[config.mk]
export PLATFORM = sky130hd
export DESIGN_NAME = tiny16_intc
export DESIGN_NICKNAME = d
export VERILOG_FILES = /design/src/rtl/tiny16_intc_pkg.sv /design/src/rtl/tiny16_intc_prio.sv /design/src/rtl/tiny16_intc.sv
export SDC_FILE = /design/constraint.sdc
export NUM_CORES = 1
export LEC_CHECK = 0
export BUFFER_PORTS_ARGS = -buffer_cell sky130_fd_sc_hd__buf_4
export CELL_PAD_IN_SITES_DETAIL_PLACEMENT = 1
export CELL_PAD_IN_SITES_GLOBAL_PLACEMENT = 1
export CORE_ASPECT_RATIO = 0.6
export CORE_UTILIZATION = 33
export DETAILED_ROUTE_END_ITERATION = 10
export PLACE_DENSITY = 0.82
export SYNTH_ARGS = -nofsm -noshare
export SYNTH_HDL_FRONTEND = slang
export SYNTH_SLANG_ARGS = --single-unit
export TNS_END_PERCENT = 10
[constraint.sdc]
create_clock -name clk -period 1.5 [get_ports clk]
set_input_delay 0.3 -clock clk [delete_from_list [all_inputs] [get_ports clk]]
set_output_delay 0.3 -clock clk [all_outputs]
set_load 0.02 [all_outputs]
[src/rtl/tiny16_intc_pkg.sv]
// tiny16_intc_pkg
// Shared definitions for the tiny16 interrupt controller.
//   regOffset_e  : word offsets inside the 4-word register window
//   SYNC_DEPTH   : number of synchroniser flops per request line
//   DATA_WIDTH   : width of the core data bus
package tiny16_intc_pkg;

    typedef enum logic [1:0] {
        REG_PENDING = 2'd0,
        REG_ENABLE  = 2'd1,
        REG_ACTIVE  = 2'd2,
        REG_MODE    = 2'd3
    } regOffset_e;

    localparam int SYNC_DEPTH = 2;
    localparam int DATA_WIDTH = 16;

endpackage

[src/rtl/tiny16_intc_prio.sv]
// tiny16_intc_prio
// Combinational priority encoder: the lowest-numbered set request wins and
// is reported as index+1, so a vector of 0 means "no request".
//   request_i : pending & enable, one bit per source
//   vector_o  : encoded vector handed to the core
module tiny16_intc_prio
    import tiny16_intc_pkg::*;
#(
    parameter int SOURCES        = 8,
    parameter int INTERRUPT_BITS = 4
) (
    input  logic [SOURCES-1:0]        request_i,
    output logic [INTERRUPT_BITS-1:0] vector_o
);

    // Scanning from the top down lets the lowest set bit overwrite any
    // higher one, giving lowest-index priority without a found flag.
    always_comb begin
        vector_o = '0;
        for (int i = SOURCES - 1; i >= 0; i--) begin
            if (request_i[i]) begin
                vector_o = INTERRUPT_BITS'(i + 1);
            end
        end
    end

endmodule

[src/rtl/tiny16_intc.sv]
// tiny16_intc
// Memory-mapped interrupt controller for the tiny16 core. Request lines are
// synchronised, edge-detected into PENDING, masked by ENABLE and encoded
// into a nonzero vector that the core uses directly as the ISR address.
// Register window (4 words at BASE_ADDRESS):
//   +0 PENDING  read, write-1-to-clear
//   +1 ENABLE   read/write
//   +2 ACTIVE   read-only, last vector sampled by the core
//   +3 MODE     level-sensitive select when INTC_LEVEL_EN is defined,
//               otherwise reads 0 and ignores writes
// Ports:
//   clk, nreset   : clock, synchronous active-low reset
//   irq_in        : asynchronous rising-edge request lines
//   address, data_in, data_out, nrd, nwr : core bus slave interface
//   in_interrupt  : core "servicing interrupt" flag
//   interrupt     : vector to the core, 0 = no request
// Build option: define INTC_LEVEL_EN to enable the MODE register.
module tiny16_intc
    import tiny16_intc_pkg::*;
#(
    parameter int          SOURCES        = 8,
    parameter int          INTERRUPT_BITS = 4,
    parameter logic [15:0] BASE_ADDRESS   = 16'hFFF0
) (
    input  logic                      clk,
    input  logic                      nreset,
    input  logic [SOURCES-1:0]        irq_in,
    input  logic [15:0]               address,
    input  logic [15:0]               data_in,
    output logic [15:0]               data_out,
    input  logic                      nrd,
    input  logic                      nwr,
    input  logic                      in_interrupt,
    output logic [INTERRUPT_BITS-1:0] interrupt
);

    logic [SYNC_DEPTH-1:0][SOURCES-1:0] sync_q;
    logic [SOURCES-1:0]                 prev_q;
    logic [SOURCES-1:0]                 pending_q, pending_d;
    logic [SOURCES-1:0]                 enable_q, enable_d;
    logic [INTERRUPT_BITS-1:0]          active_q, active_d;
    logic                               inInterrupt_q;

    logic                               sel;
    logic                               wrEn;
    regOffset_e                         offset;
    logic [SOURCES-1:0]                 syncOut;
    logic [SOURCES-1:0]                 edgeDet;
    logic [SOURCES-1:0]                 w1cMask;
    logic [SOURCES-1:0]                 ackMask;
    logic [SOURCES-1:0]                 clrMask;
    logic                               unusedData;

    assign sel        = (address[15:2] == BASE_ADDRESS[15:2]);
    assign wrEn       = sel & ~nwr;
    assign offset     = regOffset_e'(address[1:0]);
    assign syncOut    = sync_q[SYNC_DEPTH-1];
    assign edgeDet    = syncOut & ~prev_q;
    assign unusedData = ^data_in[15:SOURCES];

    // Synchroniser chain plus the "previous" flop used for edge detection.
    always_ff @(posedge clk) begin
        if (!nreset) begin
            sync_q <= '0;
            prev_q <= '0;
        end else begin
            sync_q <= {sync_q[SYNC_DEPTH-2:0], irq_in};
            prev_q <= syncOut;
        end
    end

    // Acknowledge clears the bit the core took; active_q still holds the
    // vector sampled on the last clock before in_interrupt rose.
    always_comb begin
        ackMask = '0;
        if (in_interrupt && !inInterrupt_q && (active_q != '0)) begin
            ackMask = SOURCES'(1) << (active_q - INTERRUPT_BITS'(1));
        end
    end

    assign w1cMask = (wrEn && (offset == REG_PENDING)) ? data_in[SOURCES-1:0] : '0;
    assign clrMask = w1cMask | ackMask;

`ifdef INTC_LEVEL_EN
    logic [SOURCES-1:0] mode_q, mode_d;

    always_ff @(posedge clk) begin
        if (!nreset) begin
            mode_q <= '0;
        end else begin
            mode_q <= mode_d;
        end
    end

    always_comb begin
        mode_d = mode_q;
        if (wrEn && (offset == REG_MODE)) begin
            mode_d = data_in[SOURCES-1:0];
        end
    end

    // Level-sensitive bits simply follow the synchronised line, so clears
    // on them are overridden on the very next clock.
    assign pending_d = (mode_q & syncOut)
                     | (~mode_q & ((pending_q & ~clrMask) | edgeDet));
`else
    // An edge arriving with a clear on the same clock keeps the bit set.
    assign pending_d = (pending_q & ~clrMask) | edgeDet;
`endif

    always_comb begin
        enable_d = enable_q;
        if (wrEn && (offset == REG_ENABLE)) begin
            enable_d = data_in[SOURCES-1:0];
        end
    end

    // ACTIVE freezes while the core is servicing so it names the ISR in use.
    assign active_d = in_interrupt ? active_q : interrupt;

    always_ff @(posedge clk) begin
        if (!nreset) begin
            pending_q     <= '0;
            enable_q      <= '0;
            active_q      <= '0;
            inInterrupt_q <= 1'b0;
        end else begin
            pending_q     <= pending_d;
            enable_q      <= enable_d;
            active_q      <= active_d;
            inInterrupt_q <= in_interrupt;
        end
    end

    tiny16_intc_prio #(
        .SOURCES        (SOURCES),
        .INTERRUPT_BITS (INTERRUPT_BITS)
    ) prio (
        .request_i (pending_q & enable_q),
        .vector_o  (interrupt)
    );

    // Zero-latency read mux; the bus is 0 whenever this block is not read.
    always_comb begin
        data_out = '0;
        if (sel && !nrd) begin
            case (offset)
                REG_PENDING: data_out = {{(DATA_WIDTH - SOURCES){1'b0}}, pending_q};
                REG_ENABLE:  data_out = {{(DATA_WIDTH - SOURCES){1'b0}}, enable_q};
                REG_ACTIVE:  data_out = {{(DATA_WIDTH - INTERRUPT_BITS){1'b0}}, active_q};
`ifdef INTC_LEVEL_EN
                REG_MODE:    data_out = {{(DATA_WIDTH - SOURCES){1'b0}}, mode_q};
`else
                REG_MODE:    data_out = '0;
`endif
                default:     data_out = '0;
            endcase
        end
    end

endmodule

==> summary.txt <==
status: finished with violations
failing checks: negative setup slack
Fin. Hold Viols: 0
wire length of the first global-routing pass: 9710 um
Util after Layout: 49.7%
arrival time worst endpoint: 1480 ps
synthesis-to-layout area growth: 41.9%
number of antenna violations at the first check in global routing: 0
share of Yosys cell area claimed by the top area cell type: 45.1%
slowest stage delay, CP: 330 ps
Synth Register Bits: 45
count of final max-slew check failures: 0
post-route DRC violation count: 0
number of clock sinks: 45
global-route usage over all layers: 20.2%
most common cell in the netlist: dfxtp_1
total of warnings raised by yosys: 0
peak ir drop on the vdd network: 0.420 mV
crit-path cells: a222oi_1 > buf_4 > a21boi_4 > buf_6
Hold WS: 203 ps
required time reported for the critical path endpoint: 1200 ps
clock root cell: clkbuf_8
First DRT Iteration DRCs: 53
static leakage power: 1.31 nW
Critical Path Fanout Max: 2
setup repair after global routing missed its margin: yes
maximum number of pins on one net before global-route repair: 56
top achievable clock speed: 0.561 GHz
Final GP Congestion: 0.822
total iterations of the first detailed-routing run: 6
net count of the finished layout: 335
path depth of the worst reg2reg path: 7
hold_buf cts: 0
category of the critical setup timing path: reg2out
Pwr Density: 800 nW/um^2
Routed Wire Length: 6200 um
Syn Std Cell Area: 2000 sq um
Detail Placement HPWL: 4410 um
die width: 102 um
MaxCap Viol Count: 0
final worst path period need: 1780 ps
number of filler instances in the final layout: 678
setup skew after layout: 2.86 ps
critical path startpoint category: register
CTS clk-pin slew, worst paths: 90 ps
clock tree from TritonCTS: yes
clock buffer count from CTS: 5
clock network latency to the later pin of the worst-skew pair: 300 ps
hold depth: 2
total negative slack: -2360 ps
average size of a mapped cell: 9.29 sq um
number of global-route vias before repair: 1959
vias per std cell: 4.98
via total after detailed routing: 1848
Register-to-Register Setup Slack: 0 ps
ANT nets after route: 0
ratio of final minimum period to clock period: 119%
number of synthesized flops with an enable pin: 0
Commonest cells post-synth: 45 x dfxtp_1, 39 x nand2_1, 21 x and2_1
CP Capture Type: output pin
Overflow after GRT: 0
cell row count: 21
synthesized instance count: 215
smallest setup slack after layout: -283 ps
full die area: 6380 sq um
critical-path cell with the highest stage delay: dfxtp_2
class of the tightest hold or removal check: in2reg
starting density of the core: 35.0%
Post-synth top flop: dfxtp_1
count of endpoints failing setup in the final report: 13
CTS H-tree depth: 2
core footprint: 5700 sq um
synth unique cells: 36
Placement Setup Slack: -314 ps
placed instance area: 2600 sq um
Top Ports: 65
fraction of the yosys area taken by sequential cells: 45.1%
final design area excluding fillers: 2830 sq um
share of post-route cells with drive strength above 1: 41.2%
wire per inst: 16.7 um
maximum buffer depth of the clock tree: 2
cell types with the largest area share after synthesis: dfxtp_1 45%, mux2i_1 8.0%, nand2_1 7.3%
die boundary height: 62.3 um
count of buffers from port buffering: 48
share of async-settable or async-resettable flops after synthesis: 0%
largest area contributor in the synthesized netlist: dfxtp_1
number of antenna diodes: 0
cell families (layout without fill, tap and decap cells):
logic type / Yosys count / after routing / synth area share, %
and+or+nand+nor: 98 / 98 / 29.1
buffers and inverters: 26 / 95 / 6.89
other: 1 / 8 / 0.188
muxes: 16 / 16 / 8.02
DFF: 45 / 45 / 45.1
AOI/OAI and AO/OA: 29 / 29 / 10.7
final cells by class:
type	count	area (sq um)	area share [%]
sequential	45	908	32.1
tap	80	100	3.53
clock inverter	2	15.0	0.530
timing repair buffer	78	623	22.0
multi-input combinational	151	1080	38.1
clock buffer	6	72.6	2.56
inverter	9	33.8	1.19
state kept, by name, indices dropped and copies added (netlist names):
signal / count
syncOut: 8
sync_q: 8
inInterrupt_q: 1
pending_q: 8
prev_q: 8
enable_q: 8
active_q: 4
placed cells by master (no fill, tap or decap), drive strengths merged:
cell | netlist | layout
and2 | 21 | 21
nor2 | 5 | 5
nand2b | 6 | 6
nand3 | 5 | 5
a41oi | 1 | 1
nand3b | 1 | 1
a31o | 2 | 2
nor2b | 1 | 1
o311ai | 5 | 5
a222oi | 1 | 1
nand4bb | 2 | 2
o21ai | 4 | 4
inv | 9 | 9
a21boi | 2 | 2
dfxtp | 45 | 45
and3 | 2 | 2
or2 | 1 | 1
nand2 | 39 | 39
clkinvlp | 0 | 2
a22oi | 2 | 2
conb | 1 | 8
or4 | 2 | 2
nand4 | 2 | 2
o211ai | 2 | 2
or3 | 1 | 1
buf | 11 | 78
nor3b | 8 | 8
o22ai | 8 | 8
clkbuf | 6 | 6
a32o | 1 | 1
nor4 | 2 | 2
mux2i | 16 | 16
a32oi | 1 | 1
what timing repair did:
action,in CTS,in global routing
pin swaps,4,5
setup endpoints to repair,12,14
resized for setup,20,14
setup buffers,1,2
endpoints found under the hold margin,0,0
worst paths after layout:
kind / startpoint / end
worst max-delay path: pending_q[2] / interrupt[2]
worst max register to register: pending_q[2] / active_q[2]
worst min-delay path: irq_in[7] / sync_q[7]
worst min register to register: prev_q[2] / pending_q[2]
routing by layer:
layer  wire length, um  part of all wire, %  track usage (%)
met1              2860                   46             25.9
met2              3050                   49             34.3
met3               210                  3.4             4.39
met4                80                  1.3             4.82
met5                 0                    0                0
through the flow:
step	total power [mW]	std cells
floorplan	1.40	222
global placement	1.51	360
detailed placement	1.52	360
CTS	2.28	369
global route	2.36	371
finish	2.27	371
power breakdown:
group	internal (mW)	switching, mW
sequential	1.24	0.0164
clock	0.329	0.439
combinational	0.126	0.122
total	1.69	0.577
worst max-delay path: cells and delay by family (launching register included):
kind,cells,cell delay [ps]
compound gates,2,520
buf+inv,2,340
flops,1,330
Power figures use the tool's default switching activity.
